## src/rtl/if_id_buffer.sv

```systemverilog
// if_id_buffer: IF/ID pipeline register with a two-entry skid buffer, flush and bubble insertion.
module if_id_buffer #(
   parameter int INST_WIDTH = 32,
   parameter int PC_WIDTH = 32,
   parameter logic [INST_WIDTH-1:0] BUBBLE_INST = '0
) (
   input  logic                  clk,
   input  logic                  rst,
   input  logic [INST_WIDTH-1:0] if_inst,
   input  logic [PC_WIDTH-1:0]   if_pc,
   input  logic                  if_valid,
   output logic                  if_ready,
   input  logic                  flush,
   output logic [INST_WIDTH-1:0] id_inst,
   output logic [PC_WIDTH-1:0]   id_pc,
   output logic                  id_valid,
   input  logic                  id_ready,
   output logic [1:0]            occupancy
);
   typedef enum logic [1:0] {EMPTY = 2'd0, ONE = 2'd1, TWO = 2'd2} state_t;
   state_t state, state_n;
   logic [INST_WIDTH-1:0] skid_inst, main_inst_n, skid_inst_n;
   logic [PC_WIDTH-1:0] skid_pc, main_pc_n, skid_pc_n;
   logic in_fire, out_fire;
   assign in_fire = if_valid & if_ready;
   assign out_fire = id_valid & id_ready;
   assign occupancy = state;
   always_comb begin
      state_n = state;
      main_inst_n = id_inst;
      main_pc_n = id_pc;
      skid_inst_n = skid_inst;
      skid_pc_n = skid_pc;
      if (flush) state_n = EMPTY;
      else case (state)
         EMPTY: if (in_fire) begin
            state_n = ONE;
            main_inst_n = if_inst;
            main_pc_n = if_pc;
         end
         ONE: if (in_fire && out_fire) begin
            main_inst_n = if_inst;
            main_pc_n = if_pc;
         end else if (in_fire) begin
            state_n = TWO;
            skid_inst_n = if_inst;
            skid_pc_n = if_pc;
         end else if (out_fire) state_n = EMPTY;
         TWO: if (out_fire) begin
            state_n = ONE;
            main_inst_n = skid_inst;
            main_pc_n = skid_pc;
         end
         default: state_n = EMPTY;
      endcase
      // an empty stage always shows the bubble so decode never sees stale data
      main_inst_n = (state_n == EMPTY) ? BUBBLE_INST : main_inst_n;
      main_pc_n = (state_n == EMPTY) ? '0 : main_pc_n;
   end
   always_ff @(posedge clk or negedge rst) begin
      if (!rst) begin
         state <= EMPTY;
         id_valid <= 1'b0;
         if_ready <= 1'b1;
         id_inst <= BUBBLE_INST;
         id_pc <= '0;
         skid_inst <= '0;
         skid_pc <= '0;
      end else begin
         state <= state_n;
         id_valid <= state_n != EMPTY;
         if_ready <= state_n != TWO;
         id_inst <= main_inst_n;
         id_pc <= main_pc_n;
         skid_inst <= skid_inst_n;
         skid_pc <= skid_pc_n;
      end
   end
endmodule

```

## config.mk

```make
export PLATFORM = sky130hd
export DESIGN_NAME = if_id_buffer
export DESIGN_NICKNAME = d
export VERILOG_FILES = /design/src/rtl/if_id_buffer.sv
export SDC_FILE = /design/constraint.sdc
export NUM_CORES = 1
export LEC_CHECK = 0
export BUFFER_PORTS_ARGS = -buffer_cell sky130_fd_sc_hd__buf_2
export CORE_MARGIN = 2
export CORE_UTILIZATION = 35
export CTS_CLUSTER_DIAMETER = 100
export DETAILED_ROUTE_END_ITERATION = 10
export PLACE_DENSITY_LB_ADDON = 0.1
export RECOVER_POWER = 25
export SLEW_MARGIN = 10
export SYNTH_ARGS = -nofsm -noshare
export SYNTH_HDL_FRONTEND = slang
export SYNTH_SLANG_ARGS = --single-unit
```

## constraint.sdc

```tcl
create_clock -name clk -period 3.35 [get_ports clk]
set_input_delay 0.335 -clock clk [delete_from_list [all_inputs] [get_ports clk]]
set_output_delay 0.335 -clock clk [all_outputs]
set_load 0.01 [all_outputs]
```

* After elaboration in Yosys (flattened, before gate mapping) *
Index checks and enable logic that the tools add are counted.

cells by class
  eq/ne operators = 7
  muxes and demuxes = 19
  bitwise operators = 4
  reduce and logical (&&, ||, !) cells = 7

operators with widths
  kind                  count
  $mux W32              10
  $pmux W32 S3          2
  $mux W2               6
  $ne A3 B3 Y1 const B  3
  $pmux W2 S3           1
  $reduce_and A5 Y1     1
  $logic_not A2 Y1      2
  $reduce_and A4 Y1     1
  $reduce_bool A4 Y1    1
  $and A1 B1 Y1         2
  $eq A2 B1 Y1 const B  1
  $eq A2 B2 Y1 const B  1
  $ne A2 B1 Y1 const B  1
  $ne A2 B2 Y1 const B  1
  $not A1 Y1            2
  $reduce_bool A2 Y1    1
  $logic_and A1 B1 Y1   1

word-level totals
  bits in registers = 132
  input port bits = 69
  output and inout port bits = 68
  logic and storage cells = 44

* Logic depth before layout (Yosys ltp) *
Gate-level depths: netlist (run 1).

  depth after elaboration = 9
  depth in mapped cells = 8
  mapped depth without buffers = 6

* Worst setup path after synthesis (run 1) *
Ideal clock, no wire load.

  path kind = register -> register
  start = reg state[0] (netlist: occupancy[0])
  end = reg id_inst[10]
  setup time = 0.142 ns
  arrival time = 1.908 ns
  required time = 3.208 ns
  slack = 1.300 ns
  stages on the path, launching flop included = 9
  path buffers = 2
  period minus slack after synthesis = 2.050 ns
  cells stage by stage = dfrtp_1 inv_1 ha_1 a21boi_1 o21a_1 o41ai_2 buf_2 buf_2 a211oi_1

on the way
  word-level cells in the longest chain between the ends = 8
  elaborated cells on any way between the ends = 20
  those cells by class = 6 x eq/ne; 10 x mux; 4 x reduce/logical

RTL lines
  element                                                      line  source
  start, declared                                              21    state_t state, state_n;
  start signal, assigned                                       70    state <= state_n;
  $mux W2                                                      48    end else if (out_fire) state_n = EMPTY;
  $mux W2                                                      44    end else if (in_fire) begin
  $mux W2                                                      41    ONE: if (in_fire && out_fire) begin
  $pmux W2 S3                                                  35    else case (state)
  $mux W2                                                      34    if (flush) state_n = EMPTY;
  $logic_not A2 Y1                                             57    main_inst_n = (state_n == EMPTY) ? BUBBLE_INST : main_inst_n;
  $ne A3 B3 Y1 (no source line), or another cell as far along  --
  $reduce_and A5 Y1 (no source line)                           --
  end signal, assigned                                         73    id_inst <= main_inst_n;
  end, declared                                                14    output logic [INST_WIDTH-1:0] id_inst,

Parallel ways exist; a longest one is shown, timed or not. The select of a mux whose other input is x is not followed.
A chain may end at the register's enable or synchronous reset.

* Final worst setup path (run 1) *
  start = reg state[0] (netlist: occupancy[0])
  end = reg id_inst[21]

The elaborated chain is that of the path after synthesis.

==> flow_summary.json, run 1 <==
{
  "dr.pass1.iters": 4,
  "period_needed_ns": 2.479,
  "hold_viol": 0,
  "grt_antenna_before_repair": 0,
  "row_count": 47,
  "core_mm2": 0.01641,
  "synth_top_area_share": 0.5660,
  "min_period_over_period": 0.7401,
  "drive_above_1_share": 0.3846,
  "end_kind": "flop",
  "ys_seq_area_frac": 0.5705,
  "p_sw_mw": 1.575,
  "status": "finished, violations left",
  "die_w_um": 132.6,
  "wl_per_cell_um": 15.82,
  "skew_ns": 0.007755,
  "insertion_delay_ns": 0.41,
  "drc_errors": 0,
  "netlist_instances": 455,
  "rsz0062_at_grt": "false",
  "drt_first_iter_violations": 147,
  "violations": "max-capacitance violations, max-slew violations",
  "fmax_mhz": 403.3,
  "wl_um": 12940,
  "whs_path_depth": 2,
  "grt_remaining_overflow": 0,
  "synthTopCellsByArea": "dfrtp_1 57%, mux2_2 12%, mux2i_1 11%, a211oi_1 8.3%, nor2_1 4.3%",
  "cts_num_sinks": 132,
  "port_buffers": 136,
  "finalMaxSlewViolations": 72,
  "p_sw_frac": 0.2834,
  "final_util": 0.4452,
  "ys_types": 25,
  "cts_buffer_depth": 2,
  "p_total_mw": 5.558,
  "die_y_um": 132.6,
  "pwr-share-clk": 0.344,
  "grt_pass1_wl_um": 21000,
  "grt_max_degree": 77,
  "nNetsFinal": 658,
  "clk_pin_slew_ns": 0.06,
  "syn_area_mm2": 0.005792,
  "synth_fp_nets": 528,
  "yosysTopAreaCell": "dfrtp_1",
  "dieArea_mm2": 0.01759,
  "worstMarginPinSlew_ns": 1.816,
  "start_util": 0.3530,
  "pwr-share-comb": 0.228,
  "setup_tns_ns": 0,
  "cts_tree": "built",
  "pwr_density_cell_mw_per_mm2": 760.9,
  "cts-root-buf": "clkbuf_16",
  "cp.required_ns": 3.66,
  "antenna_cells": 0,
  "cp-start-kind": "flop",
  "post_cts_resize_count": 0,
  "p_int_mw": 3.983,
  "final_antenna_net_count": 0,
  "via_per_inst": 4.775,
  "hold_path_class": "input pin to flop",
  "ys_warn_count": 0,
  "critPathMaxFanout": 30,
  "seqPwrFrac": 0.428,
  "crit_type": "flop to flop",
  "cts_buffers": 17,
  "ios": 137,
  "gp_congestion": 0.7228,
  "post-dp-hpwl_um": 8313,
  "cts-htree-levels": 4,
  "crit_arrival_ns": 2.79,
  "area_delta_synth_final_pct": 26.12,
  "p_leak_nw": 3.326,
  "vias": 3906,
  "yosys_register_bits": 132,
  "relSlewSlack": -0.2106,
  "maxCapViolations": 1,
  "grt_pass1_vias": 4033,
  "reg2reg_depth": 8,
  "grt.total_usage": 0.1523,
  "fill_cells": 1558,
  "setup_viol": 0,
  "avgSynthCellArea_um2": 12.73,
  "vdd_ir_drop_max_mv": 0.3355
}
## metal layers
layer  track usage  part of all wire  up-vias
li1              -                 -     1911
met1        0.1903              0.45     1885
met2        0.2493              0.48       94
met3       0.04483             0.053       16
met4       0.05914             0.016        0
met5             0                 0        -
## per-stage QoR
stage	hold slack [ns]	instances	cell area (µm²)	setup slack (ns)
3_5_place_dp	0.4083	785	6701	0.8727
6_report	0.1632	818	7305	0.8707
5_1_grt	0.1494	818	7305	0.6538
3_3_place_gp	0.4001	785	6701	0.9422
2_1_floorplan	0.03941	455	5792	1.300
4_1_cts	0.1452	818	7326	0.8326
## cell usage in the layout, fill, tap and decap left out, drive strengths merged, types with 2 or more instances in the layout
master	netlist	final
clkinv	0	2
a211oi	64	64
a21boi	2	2
bufinv	0	3
a21oi	3	3
clkbuf	9	37
o21a	3	3
dfrtp	131	131
buf	26	132
mux2i	64	64
mux2	64	64
nor2	66	66
clkinvlp	0	3
ha	4	4
inv	6	6
nand2	3	3
## sequential cells by signal, indices dropped and copies added (netlist names)
signal / cells
skid_inst: 32
id_inst: 32
if_ready: 1
skid_pc: 32
occupancy: 2
id_pc: 32
id_valid: 1
## Yosys cell counts (all sizes together)
cell / instances
o41ai: 1
dfrtp: 131
a211oi: 64
ha: 4
o21ai: 1
clkbuf: 9
nand4: 1
nand3b: 1
a2bb2oi: 1
nand2: 3
mux2i: 64
dfstp: 1
a21oi: 3
and3: 1
o22ai: 1
buf: 26
mux2: 64
a22o: 1
a2111oi: 1
a21boi: 2
nor2: 66
inv: 6
o21a: 3
## area by class of cell
class                           instances  area (µm²)  share of cell area
Tap cell                              220       275.3             0.03768
Clock inverter                          8       122.6             0.01679
Inverter                                6       22.52            0.003083
Clock buffer                           24       491.7             0.06732
Multi-Input combinational cell        282        2320              0.3176
Timing Repair Buffer                  146       768.2              0.1052
Sequential cell                       132        3304              0.4524
## cell families (layout without fill, tap and decap cells)
| logic type | count (synthesis) | after routing | synth area share |
|---|---|---|---|
| flip-flops | 132 | 132 | 0.5705 |
| adder cells (fa/ha/maj) | 4 | 4 | 0.008642 |
| AND/OR/NAND/NOR | 72 | 72 | 0.04818 |
| buffers and inverters | 41 | 184 | 0.03521 |
| AO/OA/AOI/OAI | 78 | 78 | 0.1024 |
| multiplexers | 128 | 128 | 0.2350 |
## what timing repair did
| action | 4_1_cts | 5_1_grt |
|---|---|---|
| endpoints found under the hold margin | 71 | 0 |
| buffers inserted | 0 | 0 |
| hold buffers | 1 | 0 |
## power by group through the flow
| stage | logic, mW | clock network (mW) | registers, mW |
|---|---|---|---|
| final | 1.27 | 1.91 | 2.38 |
| after global routing | 1.41 | 2.04 | 2.44 |
| after CTS | 1.30 | 1.96 | 2.37 |
| after detailed placement | 1.30 | 0 | 2.40 |
| after global placement | 1.27 | 0 | 2.37 |
| after floorplan | 0.874 | 0 | 2.41 |
## worst max-delay path, stage by stage (launching register included)
cell and delay, ns:
dfrtp_1 0.44, inv_1 0.15, ha_4 0.25, buf_4 0.49, inv_1 0.09, o22ai_1 0.30
o41ai_4 0.12, buf_4 0.27, a211oi_1 0.24
## final timing paths
path	slack, ns	start	to
worst max-delay path	0.87	occupancy[0]$_DFF_PN0_	id_inst[21]$_DFFE_PN0P_
worst min-delay path	0.16	if_inst[25]	skid_inst[25]$_DFFE_PN0P_
worst max register to register	0.87	occupancy[0]$_DFF_PN0_	id_inst[21]$_DFFE_PN0P_
worst min register to register	0.50	skid_pc[17]$_DFFE_PN0P_	skid_pc[17]$_DFFE_PN0P_
max in group asynchronous	1.27	rst	if_ready$_DFF_PN1_
min in group asynchronous	0.95	rst	skid_pc[27]$_DFFE_PN0P_
No activity file was read; power rests on OpenSTA's default activity.
==> run 2: changes to the inputs <==
clock period = 2.6 ns   (was 3.35 ns; I/O delays follow)
==> run 2 against run 1 <==
Compared with the run above: the flow still finishes with violations (max-capacitance violations, max-slew violations); cell count unchanged; register-to-register slack got worse by 0.51 ns; largest power group unchanged; design area increased by 0.41%; setup slack got worse by 0.51 ns; routed wire length increased by 0.13%; via count increased by 1.4%; largest cell class unchanged.
==> flow_summary.json, run 2 (synthesized netlist as in run 1, its figures left out) <==
{
  "skew_ns": 0.006122,
  "final_cell_mix": "131 x dfrtp_1, 131 x buf_2, 66 x nor2_1",
  "die_w_um": 132.6,
  "p_int_mw": 5.076,
  "wl_um": 12960,
  "crit_chain": "inv_1 > ha_1 > a21boi_1 > o21a_1 > o41ai_4 > buf_12 > a211oi_1",
  "grt_antenna_before_repair": 0,
  "drt_first_iter_violations": 155,
  "die_y_um": 132.6,
  "period_needed_ns": 2.242,
  "setup_tns_ns": 0,
  "p_sw_frac": 0.2868,
  "cts_num_sinks": 132,
  "area_delta_synth_final_pct": 26.64,
  "drc_errors": 0,
  "nNetsFinal": 658,
  "pwr-share-clk": 0.337,
  "reg2reg_depth": 7,
  "worstMarginPinSlew_ns": 1.819,
  "hold_viol": 0,
  "gp_congestion": 0.7268,
  "placed_cells": 785,
  "whs_ns": 0.09224,
  "via_per_inst": 4.840,
  "crit_slowest_cell": "dfrtp_1",
  "row_count": 47,
  "maxCapViolations": 1,
  "cts_tree": "built",
  "antenna_cells": 0,
  "final_util": 0.4470,
  "vdd_ir_drop_max_mv": 0.6828,
  "violations": "max-capacitance violations, max-slew violations",
  "crit_buf_inv": 2,
  "post_cts_resize_count": 0,
  "grt_pass1_wl_um": 21290,
  "p_total_mw": 7.117,
  "post-dp-hpwl_um": 8320,
  "grt.total_usage": 0.1536,
  "grt_pass1_vias": 4007,
  "p_leak_nw": 3.374,
  "setup_viol": 0,
  "slowest_delay_ns": 0.44,
  "drive_above_1_share": 0.3997,
  "cp.required_ns": 2.86,
  "crit_cells": 7,
  "port_buffers": 136,
  "cts_buffer_depth": 2,
  "dr.pass1.iters": 4,
  "cts-root-buf": "clkbuf_16",
  "grt_remaining_overflow": 0,
  "fmax_mhz": 445.9,
  "pwr-share-comb": 0.233,
  "cp_top_family": "compound AO/OA/AOI/OAI gates",
  "start_util": 0.3530,
  "hold_path_class": "input pin to flop",
  "min_period_over_period": 0.8625,
  "end_kind": "flop",
  "crit_type": "flop to flop",
  "final_antenna_net_count": 0,
  "critPathMaxFanout": 65,
  "grt_max_degree": 87,
  "cp-start-kind": "flop",
  "ios": 137,
  "clk_pin_slew_ns": 0.06,
  "pwr_density_cell_mw_per_mm2": 970.4,
  "stdcell_count": 818,
  "relSlewSlack": -0.2129,
  "dieArea_mm2": 0.01759,
  "crit_arrival_ns": 2.50,
  "seqPwrFrac": 0.430,
  "wl_per_cell_um": 15.84,
  "vias": 3959,
  "post_cts_buffers": 0,
  "finalMaxSlewViolations": 80,
  "whs_path_depth": 2,
  "cts-htree-levels": 4,
  "core_mm2": 0.01641,
  "insertion_delay_ns": 0.41,
  "cts_buffers": 17,
  "p_sw_mw": 2.042,
  "status": "finished, violations left",
  "rsz0062_at_grt": "false"
}
## run 2: cell count changes in the layout (fill, tap and decap cells not counted)
cell	delta
buf_4	-3
clkbuf_8	+1
clkbuf_1	-9
buf_12	+3
bufinv_16	-1
clkbuf_2	-1
clkinv_2	+3
buf_2	+8
clkinvlp_4	-1
## run 2: cell type report
class,count,area [µm²]
well taps,220,275.3
fillers,1546,9072
repair buffers,146,814.5
multi-input cells,282,2320
clock buffers,23,498.0
clock inverters,9,100.1
inverters,6,22.52
flip-flops and latches,132,3304
## run 2: worst paths after layout
path | from | end | slack (ns)
max | occupancy[0]$_DFF_PN0_ | id_pc[19]$_DFFE_PN0P_ | 0.36
min | if_pc[12] | skid_pc[12]$_DFFE_PN0P_ | 0.09
max reg2reg | occupancy[0]$_DFF_PN0_ | id_pc[19]$_DFFE_PN0P_ | 0.36
min reg2reg | skid_inst[17]$_DFFE_PN0P_ | skid_inst[17]$_DFFE_PN0P_ | 0.50
max in group asynchronous | rst | skid_inst[24]$_DFFE_PN0P_ | 0.61
min in group asynchronous | rst | skid_pc[23]$_DFFE_PN0P_ | 0.89
## run 2: per-layer routing
metal  routed length (µm)  part of all wire  track usage  vias up
met5                    0                 0            0        -
met4                  203             0.016      0.05436        0
met3                  679             0.052      0.04713       17
met2                 6128              0.47       0.2427       94
met1                 5949              0.46       0.2006     1932
li1                     -                 -            -     1916
## run 2: worst register-to-register path, cell delays in order, from the launching register on
cell	delay, ns
dfrtp_1	0.44
inv_1	0.13
ha_1	0.25
a21boi_1	0.17
o21a_1	0.24
o41ai_4	0.40
buf_12	0.35
a211oi_1	0.11
## run 2: power groups by stage
stage | clock [mW] | sequential (mW) | combinational [mW]
detailed placement | 0 | 3.09 | 1.70
finish | 2.40 | 3.06 | 1.66
floorplan | 0 | 3.10 | 1.13
global route | 2.56 | 3.14 | 1.85
CTS | 2.46 | 3.06 | 1.70
global placement | 0 | 3.06 | 1.65
## run 2: metrics by stage
stage | setup WS (ns) | instance area, µm²
2_1_floorplan | 0.5502 | 5792
3_3_place_gp | 0.4247 | 6739
3_5_place_dp | 0.3513 | 6739
4_1_cts | 0.3368 | 7347
5_1_grt | 0.1814 | 7335
6_report | 0.3576 | 7335
## run 2: timing repair
item                       4_1_cts  5_1_grt
hold endpoints to repair        77        0
hold buffers                     1        0
setup endpoints to repair        0        0
